--- src/rtl/clk_monitor.sv ---
// Measures period and high time of a slow square wave in clkin cycles, and raises
// a lock flag after consecutive in-tolerance periods and a sticky timeout on stall.
module clk_monitor #(
  parameter int clk_freq        = 1000,
  parameter int expected_period = 50000000 / clk_freq,
  parameter int tol             = 2,
  parameter int lock_count      = 4,
  parameter int timeout_cycles  = 4 * expected_period
) (
  input  logic        clkin,
  input  logic        rst,
  input  logic        en,
  input  logic        sig_in,
  output logic [31:0] period,
  output logic [31:0] high_time,
  output logic        meas_valid,
  output logic        locked,
  output logic        timeout
);

  typedef enum logic [1:0] {
    IDLE = 2'd0,
    ARM  = 2'd1,
    RUN  = 2'd2
  } state_t;

  localparam logic [32:0] lo_bound    = (expected_period > tol) ? 33'(expected_period - tol) : 33'd0;
  localparam logic [32:0] hi_bound    = 33'(expected_period) + 33'(tol);
  localparam logic [31:0] stall_limit = 32'(timeout_cycles);
  localparam logic [3:0]  lock_target = 4'(lock_count);

  state_t      state, state_next;
  logic        s1, s2, s3;
  logic        rise, fall;
  logic [31:0] cnt, cnt_inc;
  logic [3:0]  match_cnt, match_next;
  logic        in_tol, stalled;

  assign rise       = s2 & ~s3;
  assign fall       = ~s2 & s3;
  assign cnt_inc    = (cnt == 32'hFFFF_FFFF) ? cnt : cnt + 32'd1;
  assign in_tol     = (cnt != 32'hFFFF_FFFF) && ({1'b0, cnt} >= lo_bound) && ({1'b0, cnt} <= hi_bound);
  assign match_next = (match_cnt < lock_target) ? match_cnt + 4'd1 : match_cnt;
  // A rise may still land on count timeout_cycles; the stall fires one count later.
  assign stalled    = (state == RUN) && !rise && (cnt >= stall_limit);

  always_ff @(posedge clkin) begin
    if (rst) begin
      s1 <= 1'b0;
      s2 <= 1'b0;
      s3 <= 1'b0;
    end else begin
      s1 <= sig_in;
      s2 <= s1;
      s3 <= s2;
    end
  end

  always_ff @(posedge clkin) begin
    if (rst) state <= IDLE;
    else     state <= state_next;
  end

  always_comb begin
    state_next = state;
    if (!en) begin
      state_next = IDLE;
    end else begin
      case (state)
        IDLE:    state_next = ARM;
        ARM:     if (rise) state_next = RUN;
        RUN:     if (stalled) state_next = ARM;
        default: state_next = IDLE;
      endcase
    end
  end

  always_ff @(posedge clkin) begin
    if (rst) begin
      period     <= '0;
      high_time  <= '0;
      meas_valid <= 1'b0;
      locked     <= 1'b0;
      timeout    <= 1'b0;
      cnt        <= '0;
      match_cnt  <= '0;
    end else begin
      meas_valid <= 1'b0;
      if (!en) begin
        // Disabling discards lock and stall state but keeps the last measurement.
        locked    <= 1'b0;
        timeout   <= 1'b0;
        match_cnt <= '0;
        cnt       <= '0;
      end else begin
        case (state)
          ARM: begin
            if (rise) begin
              cnt     <= 32'd1;
              timeout <= 1'b0;
            end
          end
          RUN: begin
            if (rise) begin
              period     <= cnt;
              meas_valid <= 1'b1;
              cnt        <= 32'd1;
              if (in_tol) begin
                match_cnt <= match_next;
                locked    <= (match_next == lock_target);
              end else begin
                match_cnt <= '0;
                locked    <= 1'b0;
              end
            end else if (stalled) begin
              timeout   <= 1'b1;
              locked    <= 1'b0;
              match_cnt <= '0;
              cnt       <= '0;
            end else begin
              cnt <= cnt_inc;
              if (fall) high_time <= cnt;
            end
          end
          default: cnt <= '0;
        endcase
      end
    end
  end

endmodule

--- config.mk ---
export PLATFORM = sky130hd
export DESIGN_NAME = clk_monitor
export DESIGN_NICKNAME = d
export VERILOG_FILES = /design/src/rtl/clk_monitor.sv
export SDC_FILE = /design/constraint.sdc
export NUM_CORES = 1
export LEC_CHECK = 0
export CORE_MARGIN = 4
export CORE_UTILIZATION = 55
export DETAILED_ROUTE_END_ITERATION = 8
export DONT_BUFFER_PORTS = 1
export HOLD_SLACK_MARGIN = 0.08
export PLACE_DENSITY = 0.67
export RECOVER_POWER = 25
export SETUP_SLACK_MARGIN = 0.1
export SLEW_MARGIN = 0
export SYNTH_ARGS = -nofsm -noshare
export SYNTH_HDL_FRONTEND = slang
export SYNTH_SLANG_ARGS = --single-unit
--- constraint.sdc ---
create_clock -name clkin -period 2.2 [get_ports clkin]
set_clock_uncertainty 0.1 [all_clocks]
set_input_delay 0.44 -clock clkin [delete_from_list [all_inputs] [get_ports clkin]]
set_output_delay 0.44 -clock clkin [all_outputs]
set_load 0.005 [all_outputs]
# Yosys cells after proc, flatten, opt, wreduce, memory -nomap -nowiden
# Index checks and enable logic that the tools add are counted.
# op_classes
add_sub_neg,2
order_cmp,4
n_eq_ne,9
muxes,20
bitwise_logic,8
reduce_logical,16
# ops
cell,n
$mux W32,4
$pmux W32 S2,1
$add A32 B1 Y32 const B,1
$eq A32 B32 Y1 const B,1
$ge A32 B16 Y1 const B,1
$ge A32 B18 Y1 const B,1
$le A32 B16 Y1 const B,1
$ne A32 B32 Y1 const B,1
$mux W4,4
$mux W1,7
$ne A2 B2 Y1 const B,3
$not A1 Y1,6
$pmux W2 S3,1
$reduce_and A2 Y1,3
$reduce_and A5 Y1,1
$add A4 B1 Y4 const B,1
$eq A4 B3 Y1 const B,1
$logic_and A1 B1 Y1,4
$lt A4 B3 Y1 const B,1
$mux W2,2
$ne A4 B4 Y1 const B,1
$reduce_and A4 Y1,1
$reduce_bool A2 Y1,2
$reduce_and A3 Y1,1
other kinds (8),9
# totals
reg_bits,108
in_bits,4
out_inout_bits,67
wordCells,70

# Depth between registers and ports, before layout
# Gate-level depths: netlist of the first run.
# depth
depth_word,8
ltp_mapped,8
mapped_depth_nobuf,7

# Least setup slack after synthesis of the first run
# No wires, ideal clock.
# synth_path
path_kind,register to register
startpoint,register state[1]
endpoint,register cnt[27]
setup_time_ps,103
arrival_time_ps,1809
t_required_ps,1997
setup_slack_ps,187
path_stages_with_launch,8
n_path_buf,0
period_less_slack_ps,2013
cell_sequence,dfxtp_1 -> inv_1 -> ha_1 -> inv_1 -> o211ai_1 -> nor4_4 -> a31oi_1 -> a2111oi_2
# synth_via
elab_chain_len,6
elab_cells_between_ends,10
classes_between,eq/ne (4); mux (3); reduce/logical (3)
# synth_lines
element,line_no,text
"start, declared",32,"state_t state, state_next;"
"start signal, assigned",61,else state <= state_next;
$eq A2 B2 Y1,"45, 96",
$logic_and A1 B1 Y1 (2 in a row),45,assign stalled = (state == RUN) && !rise && (cnt >= stall_limit);
$mux W32,115,end else if (stalled) begin
$mux W32,104,if (rise) begin
$pmux W32 S2,96,case (state)
"end signal, assigned",121,cnt <= cnt_inc;
"end, declared",35,"logic [31:0] cnt, cnt_inc;"
# Several ways; a longest one is shown, not always the timed one.
# A chain may end at the register's enable or synchronous reset.

# Worst setup path after layout of the first run
# layout_path
startpoint,register cnt[23]
endpoint,register locked
# layout_via
elab_chain_len,5
elab_cells_between_ends,11
classes_between,order compare (3); eq/ne (1); mux (2); reduce/logical (5)
# layout_lines
element,line_no,text
$ge A32 B16 Y1 or $ne A32 B32 Y1 (tied branches),42,"assign in_tol = (cnt != 32'hFFFF_FFFF) && ({1'b0, cnt} >= lo_bound) && ({1'b0, cnt} <= hi_bound);"
$logic_and A1 B1 Y1 (2 in a row),42,
$mux W1,108,if (in_tol) begin
$mux W1,104,
"end signal, assigned",110,locked <= (match_next == lock_target);
"end, declared",17,"output logic locked,"
# Several ways; a longest one is shown, not always the timed one.

==> load_flow_metrics.sql, run 1 <==
INSERT INTO impl_metrics (metric_group, metric, value, unit) VALUES
('timing', 'fmax', '515', 'MHz'),
('logic_synthesis', 'share_of_the_synthesized_area_in_the_top_cell_type', '49.5', '%'),
('cts', 'cts_buffers', '9', ''),
('logic_synthesis', 'synth.yosys.warnings', '0', ''),
('timing', 'fin_crit_sh', '88.3', '%'),
('routing', 'drt-total-wl', '10300', 'um'),
('floorplan', 'dieArea', '9430', 'um2'),
('critical_path', 'critPathMaxStageDelay', '0.37', 'ns'),
('logic_synthesis', 'netlist_area_before_placement', '4370', 'um2'),
('min_path', 'hold_path_class', 'in -> reg', ''),
('logic_synthesis', 'synth_largest_area_cell', 'dfxtp_1', ''),
('cts', 'max-clock-path-buffers', '2', ''),
('routing', 'antenna_left', '0', ''),
('place', 'globalplace.congestion', '0.863', ''),
('routing', 'via_per_inst', '5.69', ''),
('layout', 'area_delta_synth_final', '11.8', '%'),
('flow_run', 'cap_violations', '0', ''),
('logic_synthesis', 'syn_nets', '517', ''),
('pwr', 'power.density', '662', 'nW/um2'),
('routing', 'drt_pre_antenna_iters', '4', ''),
('floorplan', 'die-height', '97.1', 'um'),
('routing', 'dr_total_vias', '3557', ''),
('routing', 'detail_route.iter0.violations', '141', ''),
('cts', 'clock_net_sink_count', '108', ''),
('critical_path', 'cp_max_fo', '6', ''),
('cts', 'clkLatencyLatePin', '0.40', 'ns'),
('pwr', 'peak_supply_drop', '0.367', 'mV'),
('logic_synthesis', 'avgSynthCellArea', '8.63', 'um2'),
('layout', 'fillers', '689', ''),
('logic_synthesis', 'yosysUniqueCellTypes', '46', ''),
('pwr', 'power.static_leakage', '1.84', 'nW'),
('timing', 'slew_violations', '0', ''),
('routing', 'post-route-drc-count', '0', ''),
('layout', 'nets', '529', ''),
('layout', 'antennaDiodeCount', '0', ''),
('grt', 'largest_net_degree_at_the_start_of_global_routing', '55', ''),
('logic_synthesis', 'sequential_cell_area_fraction_in_the_yosys_report', '49.5', '%'),
('grt', 'grt-ovfl-total', '0', ''),
('logic_synthesis', 'synth_flop_cell', 'dfxtp_1', ''),
('timing', 'tns', '0', 'ns'),
('pwr', 'seq_power_share', '60.5', '%'),
('layout', 'final_cell_area', '4880', 'um2'),
('critical_path', 'worstPathCellList', 'nor4_2, nand4_1, buf_4, nor4_1, buf_4, nand4_1, a21oi_1', ''),
('place', 'dp.final_hpwl', '7170', 'um'),
('grt', 'first_pass_grt_wire_length', '17200', 'um'),
('timing', 'hold_viol_final', '0', ''),
('critical_path', 'cp-end-kind', 'register', ''),
('critical_path', 'critical_path.startpoint_type', 'register', ''),
('floorplan', 'initial_utilization', '56.5', '%'),
('floorplan', 'die_width', '97.1', 'um'),
('pwr', 'clock_power_share', '37.4', '%'),
('floorplan', 'i_o_pins', '71', ''),
('grt', 'antenna_found_initial', '0', ''),
('routing', 'wl_per_cell', '16.4', 'um'),
('floorplan', 'core_area', '7730', 'um2'),
('layout', 'post_route_cells_drive_above_1_share', '14.5', '%'),
('timing', 'tightestPinTransition', '1.02', 'ns'),
('critical_path', 'cp.required', '2.42', 'ns'),
('pwr', 'p_sw', '809', 'uW'),
('cts', 'clock_tree.root_cell', 'clkbuf_8', ''),
('cts', 'clk_pin_slew', '0.11', 'ns'),
('timing', 'finalCriticalPeriod', '1.94', 'ns'),
('pwr', 'intPower', '2.42', 'mW'),
('timing', 'max_slew_margin', '31.9', '%'),
('critical_path', 'slowest_stage', 'dfxtp_1', ''),
('logic_synthesis', 'synthesis.instances', '506', ''),
('place', 'placement.cell_area', '4590', 'um2'),
('critical_path', 'crit_type', 'reg -> reg', ''),
('logic_synthesis', 'async_reset_ff_share', '0', '%'),
('timing', 'rsz0062_at_grt', 'yes', ''),
('grt', 'grt.total_usage', '22.1', '%'),
('outcome', 'status', 'completed', ''),
('timing', 'setup_violations', '0', ''),
('place', 'port_buffers', '0', ''),
('floorplan', 'fp-row-count', '32', ''),
('logic_synthesis', 'synth_edf_count', '0', ''),
('cts', 'cts_tree', 'built', ''),
('critical_path', 'cp.arrival', '2.16', 'ns'),
('pwr', 'comb_power_share', '2.0', '%'),
('logic_synthesis', 'cell_types_with_the_largest_area_share_after_synthesis', 'dfxtp_1 (50%), nand2_1 (6.9%), nor2_1 (5.3%), a21oi_1 (4.8%), mux2i_1 (4.1%)', ''),
('pwr', 'switching_share', '25.0', '%'),
('logic_synthesis', 'number_of_storage_elements_in_the_synthesis_netlist', '108', ''),
('cts', 'cts_htree_levels', '3', ''),
('grt', 'via_count_of_the_first_global_routing_pass', '3409', '');
-- synthesized netlist by cell type, types with 2 or more instances --
library cell    n
dfxtp_1       108
nand2_1        80
nor2_1         62
a21oi_1        42
clkbuf_1       21
mux2i_1        18
and2_1         16
nand3_1        16
inv_1          12
a31oi_1        11
buf_2          11
nor4_1         11
o21ai_0         9
xnor2_1         9
nor2b_1         8
ha_1            7
nand4_1         6
and3_1          5
and4_1          5
nand4b_1        4
nor3_1          4
a41oi_1         3
nand2b_1        3
nor3b_1         3
o2111ai_1       3
o211ai_1        3
o31ai_1         3
xor2_1          3
buf_4           2
nor4b_1         2
-- stage by stage --
stage	power [mW]	std cells	hold WS [ns]	setup slack [ns]	utilization (%)
2_1_floorplan	2.05	506	0.314	0.187	-
3_3_place_gp	2.06	606	0.320	0.129	59.3
3_5_place_dp	2.06	606	0.330	0.106	59.3
4_1_cts	3.26	623	0.0846	0.0954	62.2
5_1_grt	3.34	625	0.105	0.0767	63.2
6_report	3.23	625	0.0847	0.258	63.2
-- cell type report --
cell class,count,area (um2),area share [%]
clock inverters,7,77.6,1.59
clock buffers,9,124,2.54
repair buffers,35,264,5.41
well taps,102,128,2.61
inverters,12,45.0,0.923
multi-input cells,352,2060,42.2
flip-flops and latches,108,2190,44.8
-- critical path, delay by kind of cell, from the launching register on --
| kind | cells | cell delay [ns] |
|---|---|---|
| AOI/OAI and AO/OA | 1 | 0.18 |
| buffers and inverters | 2 | 0.37 |
| DFF | 1 | 0.37 |
| and+or+nand+nor | 4 | 0.86 |
-- power by group through the flow --
stage	clock, mW	sequential, mW	combinational (mW)
4_1_cts	1.22	1.96	0.0704
6_report	1.21	1.96	0.0660
3_3_place_gp	0	2.01	0.0501
2_1_floorplan	0	2.00	0.0457
5_1_grt	1.31	1.96	0.0750
3_5_place_dp	0	2.01	0.0517
-- state kept, by name, indices dropped and copies added (netlist names) --
register / cells
meas_valid: 1
s1: 1
state: 2
cnt: 32
match_cnt: 4
high_time: 32
locked: 1
s2: 1
timeout: 1
period: 32
s3: 1
-- cells in the final DEF (no fill, tap or decap), types with 3 or more instances in the layout --
master,synthesis,layout
nor3_1,4,3
xor2_1,3,3
nand3_1,16,16
nor2_1,62,62
nand2b_1,3,3
nand2_1,80,80
a41oi_1,3,3
mux2i_1,18,18
a31oi_1,11,11
nor4_2,0,4
nand4_1,6,6
dfxtp_2,0,7
nor4_1,11,6
xnor2_1,9,9
inv_6,0,3
o31ai_1,3,3
clkbuf_8,0,9
dfxtp_4,0,4
dfxtp_1,108,97
a21oi_1,42,42
and4_1,5,4
and3_1,5,5
nor3b_1,3,3
inv_1,12,12
o21ai_0,9,9
o2111ai_1,3,3
o211ai_1,3,3
ha_1,7,7
and2_1,16,16
nand4b_1,4,4
nor2b_1,8,8
buf_4,2,33
-- final timing paths --
path	start	to	slack, ns	cells past startpoint
max	cnt[23]	locked	0.26	7
min	sig_in	s1	0.08	1
max reg2reg	cnt[23]	locked	0.26	7
min reg2reg	s1	s2	0.35	1
-- layer usage --
| metal | part of all wire (%) | wire [um] | GRT usage [%] |
|---|---|---|---|
| met5 | 0 | 0 | 0 |
| met4 | 1.5 | 153 | 5.83 |
| met3 | 7.2 | 735 | 6.60 |
| met2 | 45 | 4620 | 33.8 |
| met1 | 46 | 4760 | 30.5 |
-- logic make-up (layout without fill, tap and decap cells) --
| kind of cell | after synthesis | count (layout) | synth area share (%) |
|---|---|---|---|
| adder cells (fa/ha/maj) | 7 | 7 | 2.01 |
| AND/OR/NAND/NOR | 231 | 231 | 25.7 |
| XOR/XNOR | 12 | 12 | 2.41 |
| AO/OA/AOI/OAI | 84 | 84 | 11.8 |
| buffers and inverters | 46 | 63 | 4.44 |
| flip-flops | 108 | 108 | 49.5 |
| multiplexers | 18 | 18 | 4.13 |
-- timing repair --
item / CTS / global route
setup buffers: 0 / 2
gates cloned: 0 / 0
hold endpoints to repair: 54 / 0
pin swaps: 1 / 4
gates resized for setup: 2 / 23
endpoints found under the setup margin: 4 / 61
hold buffers: 1 / 0
No activity file was read; power rests on OpenSTA's default activity.
==> run 2: changes to the inputs <==
- CORE_UTILIZATION: 55 -> 53
- DONT_BUFFER_PORTS: 1 -> not set
- PLACE_DENSITY: 0.67 -> 0.76
==> run 2 against run 1 <==
Clock power grew 16%. Utilization grew 8.7 points. Sequential share of layout area shrank 6.5 points. Non-clock buffer count grew 74. Sequential power is essentially flat. Wire length grew 4.3%. Fmax shrank 4.4%. Count of clock-buffer cells in the layout is the same. Flip-flop and latch count is the same. Highest routed layer unchanged.
==> load_flow_metrics.sql, run 2 (synthesized netlist as in run 1, its figures left out) <==
INSERT INTO impl_metrics (metric_group, metric, value, unit) VALUES
('routing', 'drt_pre_antenna_iters', '5', ''),
('timing', 'slew_violations', '0', ''),
('timing', 'finalCriticalPeriod', '2.03', 'ns'),
('grt', 'largest_net_degree_at_the_start_of_global_routing', '34', ''),
('critical_path', 'crit_type', 'reg -> reg', ''),
('cts', 'clock_tree.root_cell', 'clkbuf_8', ''),
('layout', 'nets', '603', ''),
('routing', 'detail_route.iter0.violations', '209', ''),
('timing', 'max_slew_margin', '8.96', '%'),
('floorplan', 'fp-row-count', '32', ''),
('critical_path', 'rrSetupSlack', '0.17', 'ns'),
('grt', 'first_pass_grt_wire_length', '17400', 'um'),
('floorplan', 'i_o_pins', '71', ''),
('layout', 'layout.cells.most_common', 'dfxtp_1', ''),
('grt', 'grt-ovfl-total', '0', ''),
('pwr', 'peak_supply_drop', '0.377', 'mV'),
('flow_run', 'cap_violations', '0', ''),
('floorplan', 'die_width', '98.8', 'um'),
('timing', 'post_layout_worst_setup_margin', '0.170', 'ns'),
('grt', 'grt.total_usage', '21.5', '%'),
('routing', 'dr_total_vias', '3900', ''),
('timing', 'tns', '0', 'ns'),
('critical_path', 'critical_path.startpoint_type', 'register', ''),
('cts', 'cts_tree', 'built', ''),
('pwr', 'power.static_leakage', '2.19', 'nW'),
('timing', 'fin_crit_sh', '92.3', '%'),
('cts', 'clkLatencyLatePin', '0.37', 'ns'),
('cts', 'max-clock-path-buffers', '2', ''),
('place', 'port_buffers', '70', ''),
('floorplan', 'die-height', '98.8', 'um'),
('routing', 'via_per_inst', '5.58', ''),
('layout', 'layout_top_registers', 'cnt: 32 flops, high_time: 32 flops, period: 32 flops', ''),
('timing', 'tightestPinTransition', '1.37', 'ns'),
('layout', 'area_delta_synth_final', '29.9', '%'),
('timing', 'setup_violations', '0', ''),
('place', 'pre_cts_slack', '0.0455', 'ns'),
('routing', 'drt-total-wl', '10700', 'um'),
('layout', 'antennaDiodeCount', '0', ''),
('grt', 'via_count_of_the_first_global_routing_pass', '3663', ''),
('pwr', 'power.density', '606', 'nW/um2'),
('timing', 'hold_viol_final', '0', ''),
('min_path', 'hold_path_class', 'reg -> reg', ''),
('floorplan', 'dieArea', '9760', 'um2'),
('routing', 'wl_per_cell', '15.3', 'um'),
('floorplan', 'core_area', '7890', 'um2'),
('layout', 'most-common-layout-cells', 'dfxtp_1 (103), nand2_1 (80), nor2_1 (62), clkdlybuf4s50_1 (50), a21oi_1 (42)', ''),
('place', 'dp.final_hpwl', '7550', 'um'),
('routing', 'antenna_left', '0', ''),
('cts', 'clk_pin_slew', '0.10', 'ns'),
('critical_path', 'cp_max_fo', '14', ''),
('routing', 'post-route-drc-count', '0', ''),
('cts', 'cts_buffers', '9', ''),
('place', 'globalplace.congestion', '0.949', ''),
('timing', 'rsz0062_at_grt', 'yes', ''),
('critical_path', 'cp.required', '2.37', 'ns'),
('outcome', 'status', 'completed', ''),
('timing', 'fmax', '493', 'MHz'),
('floorplan', 'initial_utilization', '55.4', '%'),
('layout', 'post_route_cells_drive_above_1_share', '12.6', '%'),
('cts', 'clock_net_sink_count', '108', ''),
('grt', 'antenna_found_initial', '0', ''),
('cts', 'cts_htree_levels', '3', ''),
('critical_path', 'cp.arrival', '2.20', 'ns'),
('critical_path', 'cp-end-kind', 'register', '');
==> run 2: changes by cell type in the layout (fill, tap and decap cells not counted), sizes merged <==
cell	before	now
buf	34	37
bufinv	0	2
clkbuf	10	12
clkdlybuf4s50	0	50
clkinvlp	1	0
dlygate4sd3	0	19
inv	16	15
==> run 2: critical path, stage by stage (launching register included) <==
cell,delay (ns)
dfxtp_1,0.37
nor4_2,0.35
and4_4,0.32
nand4_1,0.16
nor2b_1,0.22
buf_4,0.26
and2_1,0.16
==> run 2: path summary, 6_finish.rpt <==
check / startpoint / end / depth (start not counted)
worst max-delay path: cnt[28] / high_time[31] / 6
worst min-delay path: period[20] / period[20] / 2
worst min register to register: period[20] / period[20] / 2
worst max register to register: cnt[28] / high_time[31] / 6
==> run 2: what timing repair did <==
item,in CTS,in global routing
pin swaps,1,2
hold buffers,0,0
hold endpoints to repair,0,0
buffers inserted,1,1
endpoints found under the setup margin,11,63
gates resized for setup,1,19
==> run 2: per-stage QoR <==
stage	std cells	hold WS [ns]	cell area, um2	total power [mW]	utilization (%)
after detailed placement	681	0.339	5340	2.08	67.8
after global routing	699	0.381	5670	3.55	71.9
after floorplan	506	0.314	4370	2.05	-
after CTS	698	0.363	5590	3.46	70.9
final	699	0.356	5670	3.44	71.9
after global placement	681	0.325	5340	2.08	67.8
==> run 2: metal layers <==
layer  share of wire, %  GRT usage [%]  vias up  wire length (um)
met5                  0              0        -                 0
met4                1.3           7.46        0               137
met3                5.5           3.26       16               594
met2                 47           35.0      128              5060
met1                 46           29.2     1849              4920
li1                   -              -     1907                 -
==> run 2: report_power, final <==
group,internal [mW],total [mW],switching (mW)
Combinational,0.0253,0.0773,0.0520
Clock,0.673,1.40,0.727
Sequential,1.96,1.96,0.00304
Total,2.66,3.44,0.783
==> run 2: final cells by class <==
| cell class | instances | area (um2) |
|---|---|---|
| Tap cell | 102 | 128 |
| Inverter | 12 | 45.0 |
| Multi-Input combinational cell | 352 | 2080 |
| Sequential cell | 108 | 2170 |
| Timing Repair Buffer | 109 | 1010 |
| Clock inverter | 7 | 116 |
| Clock buffer | 9 | 124 |
| Fill cell | 588 | 2220 |
==> run 3: changes to the inputs <==
- CELL_PAD_IN_SITES_DETAIL_PLACEMENT: not set -> 0
- CELL_PAD_IN_SITES_GLOBAL_PLACEMENT: not set -> 2
- CORE_UTILIZATION: 53 -> 32
- REMOVE_ABC_BUFFERS: not set -> 1
==> run 3 against run 2 <==
Fmax shrank 0.27%. Combinational power grew 3.4%. Non-clock buffer count grew 10. Sequential power is essentially flat. Wire length grew 9.0%. Largest cell class unchanged. Utilization shrank 28 points. Cell count grew 12%. Critical path depth is the same. Sequential share of layout area shrank 1.2 points. Critical endpoint is now high_time[16]. Clock power grew 12%. Count of clock-buffer cells in the layout grew 1. Via count shrank 1.9%.
==> load_flow_metrics.sql, run 3 (synthesized netlist as in run 1, its figures left out) <==
INSERT INTO impl_metrics (metric_group, metric, value, unit) VALUES
('routing', 'post-route-drc-count', '0', ''),
('routing', 'drt_pre_antenna_iters', '4', ''),
('layout', 'nets', '613', ''),
('critical_path', 'critical_path.startpoint_type', 'register', ''),
('critical_path', 'crit-reg2reg-capture', 'high_time[16]', ''),
('routing', 'drt-total-wl', '11700', 'um'),
('layout', 'final-instance-count-excl-fill', '783', ''),
('pwr', 'clock_power_share', '43.5', '%'),
('cts', 'clock_net_sink_count', '108', ''),
('critical_path', 'worstReg2RegStart', 'cnt[18]', ''),
('floorplan', 'die-height', '125', 'um'),
('grt', 'first_pass_grt_wire_length', '19400', 'um'),
('flow_run', 'cap_violations', '0', ''),
('grt', 'antenna_found_initial', '0', ''),
('cts', 'max-clock-path-buffers', '2', ''),
('layout', 'antennaDiodeCount', '0', ''),
('min_path', 'hold_path_class', 'reg -> reg', ''),
('timing', 'rsz0062_at_grt', 'yes', ''),
('place', 'globalplace.congestion', '0.842', ''),
('grt', 'largest_net_degree_at_the_start_of_global_routing', '54', ''),
('timing', 'setup_violations', '0', ''),
('cts', 'cts_tree', 'built', ''),
('routing', 'dr_total_vias', '3824', ''),
('pwr', 'intPower', '2.79', 'mW'),
('critical_path', 'cp_max_fo', '14', ''),
('critical_path', 'cp.arrival', '2.14', 'ns'),
('timing', 'max_slew_margin', '28.0', '%'),
('routing', 'via_per_inst', '4.88', ''),
('pwr', 'p_total', '3.61', 'mW'),
('cts', 'clkLatencyLatePin', '0.35', 'ns'),
('pwr', 'power.density', '615', 'nW/um2'),
('place', 'port_buffers', '70', ''),
('timing', 'fin_crit_sh', '92.5', '%'),
('timing', 'slew_violations', '0', ''),
('timing', 'finalCriticalPeriod', '2.04', 'ns'),
('grt', 'via_count_of_the_first_global_routing_pass', '3851', ''),
('floorplan', 'initial_utilization', '32.8', '%'),
('place', 'dp.final_hpwl', '8410', 'um'),
('critical_path', 'crit_type', 'reg -> reg', ''),
('outcome', 'status', 'completed', ''),
('cts', 'clk_pin_slew', '0.07', 'ns'),
('layout', 'fillers', '1325', ''),
('layout', 'regArea', '2170', 'um2'),
('layout', 'layout_top_registers', 'cnt: 32 flops, high_time: 32 flops, period: 32 flops', ''),
('pwr', 'power.static_leakage', '2.31', 'nW'),
('layout', 'most-common-layout-cells', 'dfxtp_1 (101), nand2_1 (80), nor2_1 (62), buf_4 (46), a21oi_1 (42)', ''),
('critical_path', 'worst_setup_path_endpoint', 'high_time[16]', ''),
('grt', 'grt.total_usage', '15.3', '%'),
('cts', 'cts_htree_levels', '3', ''),
('critical_path', 'cp.required', '2.30', 'ns'),
('place', 'placed_cells_incl_taps', '765', ''),
('layout', 'post_route_cells_drive_above_1_share', '14.7', '%'),
('routing', 'wl_per_cell', '14.9', 'um'),
('timing', 'tightestPinTransition', '1.08', 'ns'),
('critical_path', 'cp-startpoint', 'cnt[18]', ''),
('layout', 'final_core_util', '44.1', '%'),
('routing', 'detail_route.iter0.violations', '145', ''),
('layout', 'layout.cells.most_common', 'dfxtp_1', ''),
('floorplan', 'fp-row-count', '42', ''),
('pwr', 'peak_supply_drop', '0.410', 'mV'),
('timing', 'hold_viol_final', '0', ''),
('pwr', 'seq_power_share', '54.3', '%'),
('cts', 'cts_buffers', '9', ''),
('routing', 'antenna_left', '0', ''),
('floorplan', 'die_width', '125', 'um'),
('critical_path', 'rrSetupSlack', '0.16', 'ns'),
('pwr', 'comb_power_share', '2.2', '%'),
('pwr', 'switching_share', '22.7', '%'),
('floorplan', 'core_area', '13300', 'um2'),
('timing', 'fmax', '491', 'MHz'),
('layout', 'multiInputGateArea', '2060', 'um2'),
('grt', 'grt-ovfl-total', '0', ''),
('critical_path', 'worst-r2r-cell-count', '6', ''),
('floorplan', 'i_o_pins', '71', ''),
('cts', 'clock_tree.root_cell', 'clkbuf_16', ''),
('floorplan', 'dieArea', '15600', 'um2'),
('layout', 'area_delta_synth_final', '34.4', '%'),
('pwr', 'p_sw', '817', 'uW'),
('critical_path', 'cp-end-kind', 'register', '');
run 3: cell count changes in the layout (fill, tap and decap cells not counted), sizes merged:
cell	previous run	this run
buf	37	48
bufinv	2	0
clkdlybuf4s50	50	31
clkinvlp	0	2
dlygate4sd3	19	38
inv	15	14
run 3: worst min path at each step:
stage	slack (ns)	to	depth (start not counted)	from
detailed placement	0.34	s2	1	s1
CTS	0.27	period[1]	2	rst
global placement	0.34	s2	1	s1
global route	0.37	period[27]	2	period[27]
finish	0.35	period[24]	2	period[24]
floorplan	0.31	s2	1	s1
run 3: critical path, cell delays in order, from the launching register on:
cell,delay [ns]
dfxtp_2,0.34
nor4_1,0.37
and4_4,0.34
nand4_1,0.19
buf_4,0.29
mux2i_1,0.18
nor2_1,0.05
run 3: cell type report:
class	count	share of cell area, %
Clock inverter	6	0.789
Timing Repair Buffer	119	18.5
Tap cell	176	3.75
Inverter	12	0.768
Multi-Input combinational cell	352	35.1
Clock buffer	10	4.07
Sequential cell	108	37.0
run 3: per-stage QoR:
step / instance area, um2 / setup TNS (ns) / setup slack [ns] / hold slack (ns)
final: 5870 / 0 / 0.164 / 0.350
after global routing: 5870 / 0 / 0.0424 / 0.368
after CTS: 5820 / 0 / 0.107 / 0.268
after detailed placement: 5510 / 0 / 0.0513 / 0.340
after global placement: 5510 / 0 / 0.0256 / 0.337
after floorplan: 4220 / -8.60 / -0.403 / 0.314
run 3: layer usage:
| layer | vias to the layer above | share of wire [%] | track usage, % |
|---|---|---|---|
| li1 | 1920 | - | - |
| met1 | 1814 | 47 | 18.8 |
| met2 | 74 | 46 | 25.3 |
| met3 | 16 | 4.5 | 4.89 |
| met4 | 0 | 1.8 | 5.42 |
| met5 | - | 0 | 0 |
run 3: repair_timing:
action	CTS	global route
setup buffers	2	0
hold buffers	0	0
resized for setup	2	16
setup endpoints to repair	9	62
pin swaps	1	1
run 3: power by group through the flow:
stage | clock network, mW | logic, mW | registers (mW)
2_1_floorplan | 0 | 0.0306 | 2.00
3_3_place_gp | 0 | 0.0814 | 2.00
3_5_place_dp | 0 | 0.0814 | 2.01
4_1_cts | 1.63 | 0.0818 | 1.96
5_1_grt | 1.71 | 0.0885 | 1.96
6_report | 1.57 | 0.0799 | 1.96
